--- src/rtl/aquila_amo_pkg.sv ---
// Shared definitions for the Aquila atomic memory operation unit:
// FSM state encoding, RISC-V AMO funct5 codes and small decode helpers.
package aquila_amo_pkg;

  typedef enum logic [2:0] {
    ST_IDLE    = 3'd0,
    ST_RD_REQ  = 3'd1,
    ST_RD_WAIT = 3'd2,
    ST_WR_REQ  = 3'd3,
    ST_RESP    = 3'd4
  } amo_state_e;

  localparam logic [4:0] AMO_ADD  = 5'b00000;
  localparam logic [4:0] AMO_SWAP = 5'b00001;
  localparam logic [4:0] AMO_LR   = 5'b00010;
  localparam logic [4:0] AMO_SC   = 5'b00011;
  localparam logic [4:0] AMO_XOR  = 5'b00100;
  localparam logic [4:0] AMO_OR   = 5'b01000;
  localparam logic [4:0] AMO_AND  = 5'b01100;
  localparam logic [4:0] AMO_MIN  = 5'b10000;
  localparam logic [4:0] AMO_MAX  = 5'b10100;
  localparam logic [4:0] AMO_MINU = 5'b11000;
  localparam logic [4:0] AMO_MAXU = 5'b11100;

  // True for a load-reserved request.
  function automatic logic is_lr(input logic is_amo, input logic [4:0] amo_type);
    return is_amo && (amo_type == AMO_LR);
  endfunction

  // True for a store-conditional request.
  function automatic logic is_sc(input logic is_amo, input logic [4:0] amo_type);
    return is_amo && (amo_type == AMO_SC);
  endfunction

endpackage

--- src/rtl/aquila_amo_alu.sv ---
// Combinational AMO arithmetic: combines the old memory word with rs2.
// Signed/unsigned MIN/MAX are only built when AQUILA_AMO_MINMAX_EN is defined;
// otherwise those codes fall through to SWAP like any other unlisted code.
module aquila_amo_alu
  import aquila_amo_pkg::*;
#(
  parameter int XLEN = 32
) (
  input  logic [XLEN-1:0] old_val,
  input  logic [XLEN-1:0] rs2_val,
  input  logic [4:0]      amo_type,
  output logic [XLEN-1:0] result
);

  // Select the AMO result for the requested funct5 code
  always_comb begin
    result = rs2_val;
    case (amo_type)
      AMO_SWAP: result = rs2_val;
      AMO_ADD:  result = old_val + rs2_val;
      AMO_XOR:  result = old_val ^ rs2_val;
      AMO_AND:  result = old_val & rs2_val;
      AMO_OR:   result = old_val | rs2_val;
`ifdef AQUILA_AMO_MINMAX_EN
      AMO_MIN:  result = ($signed(old_val) < $signed(rs2_val)) ? old_val : rs2_val;
      AMO_MAX:  result = ($signed(old_val) > $signed(rs2_val)) ? old_val : rs2_val;
      AMO_MINU: result = (old_val < rs2_val) ? old_val : rs2_val;
      AMO_MAXU: result = (old_val > rs2_val) ? old_val : rs2_val;
`endif
      default:  result = rs2_val;
    endcase
  end

endmodule

--- src/rtl/aquila_amo_unit.sv ---
// Aquila AMO unit: sits between the core and memory, turning plain loads and
// stores into single accesses and AMOs into read-modify-write sequences,
// with an LR/SC reservation on one word address.
// Optional MIN/MAX family enabled by the AQUILA_AMO_MINMAX_EN macro.
module aquila_amo_unit
  import aquila_amo_pkg::*;
#(
  parameter int XLEN = 32
) (
  input  logic              clk,
  input  logic              rst,
  input  logic              core_req_i,
  input  logic [XLEN-1:0]   core_addr_i,
  input  logic [XLEN-1:0]   core_data_i,
  input  logic              core_rw_i,
  input  logic [XLEN/8-1:0] core_byte_enable_i,
  input  logic              core_is_amo_i,
  input  logic [4:0]        core_amo_type_i,
  output logic [XLEN-1:0]   core_data_o,
  output logic              core_ready_o,
  output logic              mem_req_o,
  output logic [XLEN-1:0]   mem_addr_o,
  output logic [XLEN-1:0]   mem_data_o,
  output logic              mem_rw_o,
  output logic [XLEN/8-1:0] mem_byte_enable_o,
  input  logic [XLEN-1:0]   mem_data_i,
  input  logic              mem_ready_i
);

  localparam int BEW = XLEN / 8;

  amo_state_e        state_r;
  logic [XLEN-1:0]   addr_r;
  logic [XLEN-1:0]   data_r;
  logic [XLEN-1:0]   old_r;
  logic              rw_r;
  logic [BEW-1:0]    be_r;
  logic              is_amo_r;
  logic [4:0]        type_r;
  logic              resv_valid_r;
  logic [XLEN-3:0]   resv_word_r;

  logic [XLEN-1:0]   req_addr_s;
  logic [BEW-1:0]    req_be_s;
  logic              core_hit_s;
  logic              lat_hit_s;
  logic [XLEN-1:0]   alu_result_s;

  // Effective address/byte enables of the incoming request and reservation matches
  always_comb begin
    if (core_is_amo_i) begin
      req_addr_s = {core_addr_i[XLEN-1:2], 2'b00};
      req_be_s   = {BEW{1'b1}};
    end else begin
      req_addr_s = core_addr_i;
      req_be_s   = core_byte_enable_i;
    end
    core_hit_s = resv_valid_r && (resv_word_r == core_addr_i[XLEN-1:2]);
    lat_hit_s  = resv_valid_r && (resv_word_r == addr_r[XLEN-1:2]);
  end

  // The old value comes straight from the memory bus so the write can issue
  // on the cycle right after read data returns.
  aquila_amo_alu #(.XLEN(XLEN)) u_alu (
    .old_val  (mem_data_i),
    .rs2_val  (data_r),
    .amo_type (type_r),
    .result   (alu_result_s)
  );

  // Request FSM with registered core and memory outputs
  always_ff @(posedge clk or posedge rst) begin
    if (rst) begin
      state_r           <= ST_IDLE;
      addr_r            <= {XLEN{1'b0}};
      data_r            <= {XLEN{1'b0}};
      old_r             <= {XLEN{1'b0}};
      rw_r              <= 1'b0;
      be_r              <= {BEW{1'b0}};
      is_amo_r          <= 1'b0;
      type_r            <= 5'd0;
      resv_valid_r      <= 1'b0;
      resv_word_r       <= {(XLEN-2){1'b0}};
      core_data_o       <= {XLEN{1'b0}};
      core_ready_o      <= 1'b0;
      mem_req_o         <= 1'b0;
      mem_addr_o        <= {XLEN{1'b0}};
      mem_data_o        <= {XLEN{1'b0}};
      mem_rw_o          <= 1'b0;
      mem_byte_enable_o <= {BEW{1'b0}};
    end else begin
      case (state_r)
        ST_IDLE: begin
          core_ready_o <= 1'b0;
          if (core_req_i) begin
            addr_r   <= req_addr_s;
            data_r   <= core_data_i;
            rw_r     <= core_rw_i;
            be_r     <= req_be_s;
            is_amo_r <= core_is_amo_i;
            type_r   <= core_amo_type_i;
            if (is_sc(core_is_amo_i, core_amo_type_i)) begin
              // SC consumes the reservation whether or not it succeeds
              resv_valid_r <= 1'b0;
              if (core_hit_s) begin
                mem_req_o         <= 1'b1;
                mem_rw_o          <= 1'b1;
                mem_addr_o        <= req_addr_s;
                mem_byte_enable_o <= req_be_s;
                mem_data_o        <= core_data_i;
                state_r           <= ST_WR_REQ;
              end else begin
                core_ready_o <= 1'b1;
                core_data_o  <= {{(XLEN-1){1'b0}}, 1'b1};
                state_r      <= ST_RESP;
              end
            end else if (!core_is_amo_i && core_rw_i) begin
              if (core_hit_s) begin
                resv_valid_r <= 1'b0;
              end
              mem_req_o         <= 1'b1;
              mem_rw_o          <= 1'b1;
              mem_addr_o        <= req_addr_s;
              mem_byte_enable_o <= req_be_s;
              mem_data_o        <= core_data_i;
              state_r           <= ST_WR_REQ;
            end else begin
              mem_req_o         <= 1'b1;
              mem_rw_o          <= 1'b0;
              mem_addr_o        <= req_addr_s;
              mem_byte_enable_o <= req_be_s;
              state_r           <= ST_RD_REQ;
            end
          end
        end
        ST_RD_REQ: begin
          mem_req_o <= 1'b0;
          state_r   <= ST_RD_WAIT;
        end
        ST_RD_WAIT: begin
          if (mem_ready_i) begin
            old_r <= mem_data_i;
            if ((!is_amo_r && !rw_r) || is_lr(is_amo_r, type_r)) begin
              if (is_lr(is_amo_r, type_r)) begin
                resv_valid_r <= 1'b1;
                resv_word_r  <= addr_r[XLEN-1:2];
              end
              core_ready_o <= 1'b1;
              core_data_o  <= mem_data_i;
              state_r      <= ST_RESP;
            end else begin
              if (lat_hit_s) begin
                resv_valid_r <= 1'b0;
              end
              mem_req_o         <= 1'b1;
              mem_rw_o          <= 1'b1;
              mem_addr_o        <= addr_r;
              mem_byte_enable_o <= be_r;
              mem_data_o        <= alu_result_s;
              state_r           <= ST_WR_REQ;
            end
          end
        end
        ST_WR_REQ: begin
          mem_req_o    <= 1'b0;
          mem_rw_o     <= 1'b0;
          core_ready_o <= 1'b1;
          if (is_amo_r && !is_sc(is_amo_r, type_r)) begin
            core_data_o <= old_r;
          end else begin
            core_data_o <= {XLEN{1'b0}};
          end
          state_r <= ST_RESP;
        end
        ST_RESP: begin
          core_ready_o <= 1'b0;
          state_r      <= ST_IDLE;
        end
        default: begin
          core_ready_o <= 1'b0;
          mem_req_o    <= 1'b0;
          state_r      <= ST_IDLE;
        end
      endcase
    end
  end

endmodule

--- config.mk ---
export PLATFORM = sky130hd
export DESIGN_NAME = aquila_amo_unit
export DESIGN_NICKNAME = d
export VERILOG_FILES = /design/src/rtl/aquila_amo_pkg.sv /design/src/rtl/aquila_amo_alu.sv /design/src/rtl/aquila_amo_unit.sv
export SDC_FILE = /design/constraint.sdc
export NUM_CORES = 1
export LEC_CHECK = 0
export CAP_MARGIN = 20
export CORE_UTILIZATION = 45
export DETAILED_ROUTE_END_ITERATION = 8
export PLACE_DENSITY_LB_ADDON = 0.12
export SYNTH_ARGS = -nofsm -noshare
export SYNTH_HDL_FRONTEND = slang
export SYNTH_SLANG_ARGS = --single-unit
export TNS_END_PERCENT = 5
--- constraint.sdc ---
create_clock -name clk -period 9.6 [get_ports clk]
set_input_delay 2.4 -clock clk [delete_from_list [all_inputs] [get_ports clk]]
set_output_delay 2.4 -clock clk [all_outputs]
set_load 0.01 [all_outputs]
==> results_dict.tcl <==
set metrics [dict create \
    clock_path_buffers 3 \
    yosysWarnings 0 \
    tritoncts "yes" \
    synthFlopType "dfrtp_1" \
    grt_pass1_wl_microns 66070 \
    postSynthAreaPerCell_sq_um 8.997 \
    worst_r2r_endpoint "mem_addr_o[2]$_DFFE_PP0P_" \
    crit_path_frequent_cell "a211oi_1" \
    async_flop_share_pct 100.0 \
    holdPathEnd "be_r[2]$_DFFE_PP0P_" \
    first_iter_violations 923 \
    max_stage_delay_ns 0.64 \
    drc_errors 26 \
    timing.reg2reg.setup_slack_ns 5.76 \
    place_congestion 0.8968 \
    post_cts.repair.setup_buffers 0 \
    crit_arrival_ns 5.88 \
    grt_start_max_net_pins 116 \
    skew_ns 0.02392 \
    ys_seq_area_share_pct 42.90 \
    cts_resized 0 \
    cellPowerDensity_mw_per_mm2 353.2 \
    violations "design-rule violations" \
    drive_gt1_share_pct 9.699 \
    hold_class "flop to flop" \
    hold_viol 0 \
    maxCapViolations 0 \
    p_leak_nw 7.591 \
    antenna_found_initial 1 \
    numCtsBuffers 28 \
    drt_wl_total_microns 41370 \
    crit-reg2reg-launch "state_r[1]$_DFFE_PP0P_" \
    die-area_sq_mm 0.03235 \
    fin_crit_sh_pct 57.14 \
    hold_buffers 0 \
    synth_top_area_share_pct 42.90 \
    clock-sinks 244 \
    hold_path.startpoint "be_r[2]$_DFFE_PP0P_" \
    dr.pass1.iters 9 \
    status "finished, violations left" \
    die_w_microns 179.9 \
    crit_type "input port to flop" \
    ys_top_cells_by_area "dfrtp_1 (43%), nand2_1 (7.0%), mux2_2 (6.2%), ha_1 (5.6%), xnor2_1 (3.8%)" \
    finalSetupTns_ns 0 \
    fmax_mhz 182.3 \
    vdd_ir_drop_max_mv 0.1785 \
    slew_headroom_pct 27.88 \
    pin_count 214 \
    setup_viol 0 \
    area_growth_pct 24.15 \
    core_sq_mm 0.03083 \
    wl_per_cell_microns 19.15 \
    syn-instance-count 1582 \
    fin_crit_ns 5.485 \
    required_ns 9.99 \
    rsz0062_at_grt "false" \
    start_util_pct 46.17 \
    crit_family "simple AND/OR/NAND/NOR gates" \
    ys_types 70 \
    clk_pin_slew_ns 0.06 \
    ant_nets 0 \
    synth_top_area_cell "dfrtp_1" \
    die_h_microns 179.9 \
    cts_max_level 1 \
    crit_chain "clkdlybuf4s50_1 > xnor2_1 > nand4_1 > nor4_2 > a211oi_1 > or2_1 > a211oi_4 > buf_4 > nand3_1 > a31oi_1 > a211oi_1" \
    dp_hpwl_microns 28040 \
    dr_total_vias 12260 \
    final_core_util_pct 57.32 \
    worst-path-max-fanout 70 \
    r2r_cells 7 \
    clk_latency_ns 0.57 \
    syn-cell-area_sq_mm 0.01423 \
    cp-start-kind "input port" \
    synth.ff_latch_count 244 \
    num-nets-final 1917 \
    worst_pin_slew_ns 1.079 \
    slowest_stage "buf_4" \
    final_common_cell "nand2_1" \
    row_count 64 \
    final_cell_mix "nand2_1 (263), dfrtp_1 (243), clkdlybuf4s50_1 (213)" \
    grt_util_all_layers_pct 25.44 \
    crit_path_end_kind "flop" \
    synth_edf_count 0 \
    io_buffer_count 213 \
    viasPerCell 5.675 \
    drv_slew 0 \
    synth_fp_nets 1758 \
    crit_buf_inv 2 \
    min_path_cells 2 \
    overflow 0 \
    hold_slack_ns 0.4817 \
    cts_root_buf "clkbuf_16" \
    grt_pass1_vias 11980 \
]
## layout make-up
class	count	area, sq um
fillers	2788	13160
multi-input cells	1149	7437
flip-flops and latches	244	6107
repair buffers	228	2245
clock buffers	35	747.0
well taps	396	495.5
inverters	90	345.3
clock inverters	17	291.5
diodes	1	2.502
## worst reg2reg max path: cells and delay by family (launching register included)
kind / cells / cell delay [ns]
compound gates: 2 / 0.98
flops: 1 / 0.54
buf+inv: 1 / 0.59
simple gates: 4 / 1.66
## sequential cells by signal (all words and copies together) (netlist names)
name,count
mem_byte_enable_o,4
resv_valid_r,1
data_r,32
mem_req_o,1
core_ready_o,1
resv_word_r,30
be_r,4
rw_r,1
old_r,32
state_r,3
mem_addr_o,32
core_data_o,32
mem_data_o,32
is_amo_r,1
addr_r,32
mem_rw_o,1
type_r,5
## routing by layer
layer,track usage (%),wire [microns],vias up
met2,39.80,18670,388
met1,35.93,18880,5958
met3,4.072,2600,78
li1,-,-,5835
met5,0,0,-
met4,8.276,1223,0
## per-stage QoR
stage	instances	total power [mW]	cell area, sq um	setup WS [ns]
6_report	2160	6.242	17670	4.115
4_1_cts	2159	6.266	17670	4.227
5_1_grt	2159	6.697	17670	3.938
3_5_place_dp	2107	5.042	16630	3.658
3_3_place_gp	2107	4.966	16630	3.681
2_1_floorplan	1582	3.910	14230	0.4985
## cells in the mapped netlist, drive strengths merged (14+ instances only)
cell type  number
a21oi         105
buf            27
ha             64
a22oi          35
dfrtp         244
o21ai         106
nand3          17
o211ai         17
xnor2          61
mux2i          30
clkbuf         72
nand2         265
o221ai         14
nand4          22
a31oi          56
nor2          136
inv            89
a211oi         17
mux2           78
## how the worst max path moves through the flow
stage	from	end	slack [ns]	cells past startpoint
finish	core_addr_i[19]	mem_data_o[29]$_DFFE_PP0P_	4.11	11
global route	core_addr_i[19]	mem_data_o[29]$_DFFE_PP0P_	3.94	11
CTS	core_addr_i[19]	mem_data_o[29]$_DFFE_PP0P_	4.23	11
detailed placement	core_addr_i[19]	mem_data_o[29]$_DFFE_PP0P_	3.66	11
global placement	core_addr_i[19]	mem_data_o[29]$_DFFE_PP0P_	3.68	11
floorplan	rst	addr_r[0]$_DFFE_PP0P_	0.50	1
## power by group
part	switching [mW]	internal, mW	leakage [nW]	total (mW)
combinational	1.77	1.38	4.13	3.15
clock	0.458	0.743	0.508	1.20
sequential	0.363	1.53	2.95	1.89
total	2.59	3.65	7.59	6.24
## kinds of logic (layout without fill, tap and decap cells)
kind of cell	Yosys count	count (layout)	share of synthesized area, %
other	0	1	0
flip-flops	244	244	42.90
AO/OA/AOI/OAI	410	410	18.60
adder cells (fa/ha/maj)	65	65	5.767
multiplexers	111	111	8.755
XOR/XNOR	62	62	3.815
AND/OR/NAND/NOR	501	501	14.95
buffers and inverters	189	370	5.213
No activity file was read; power rests on OpenSTA's default activity.
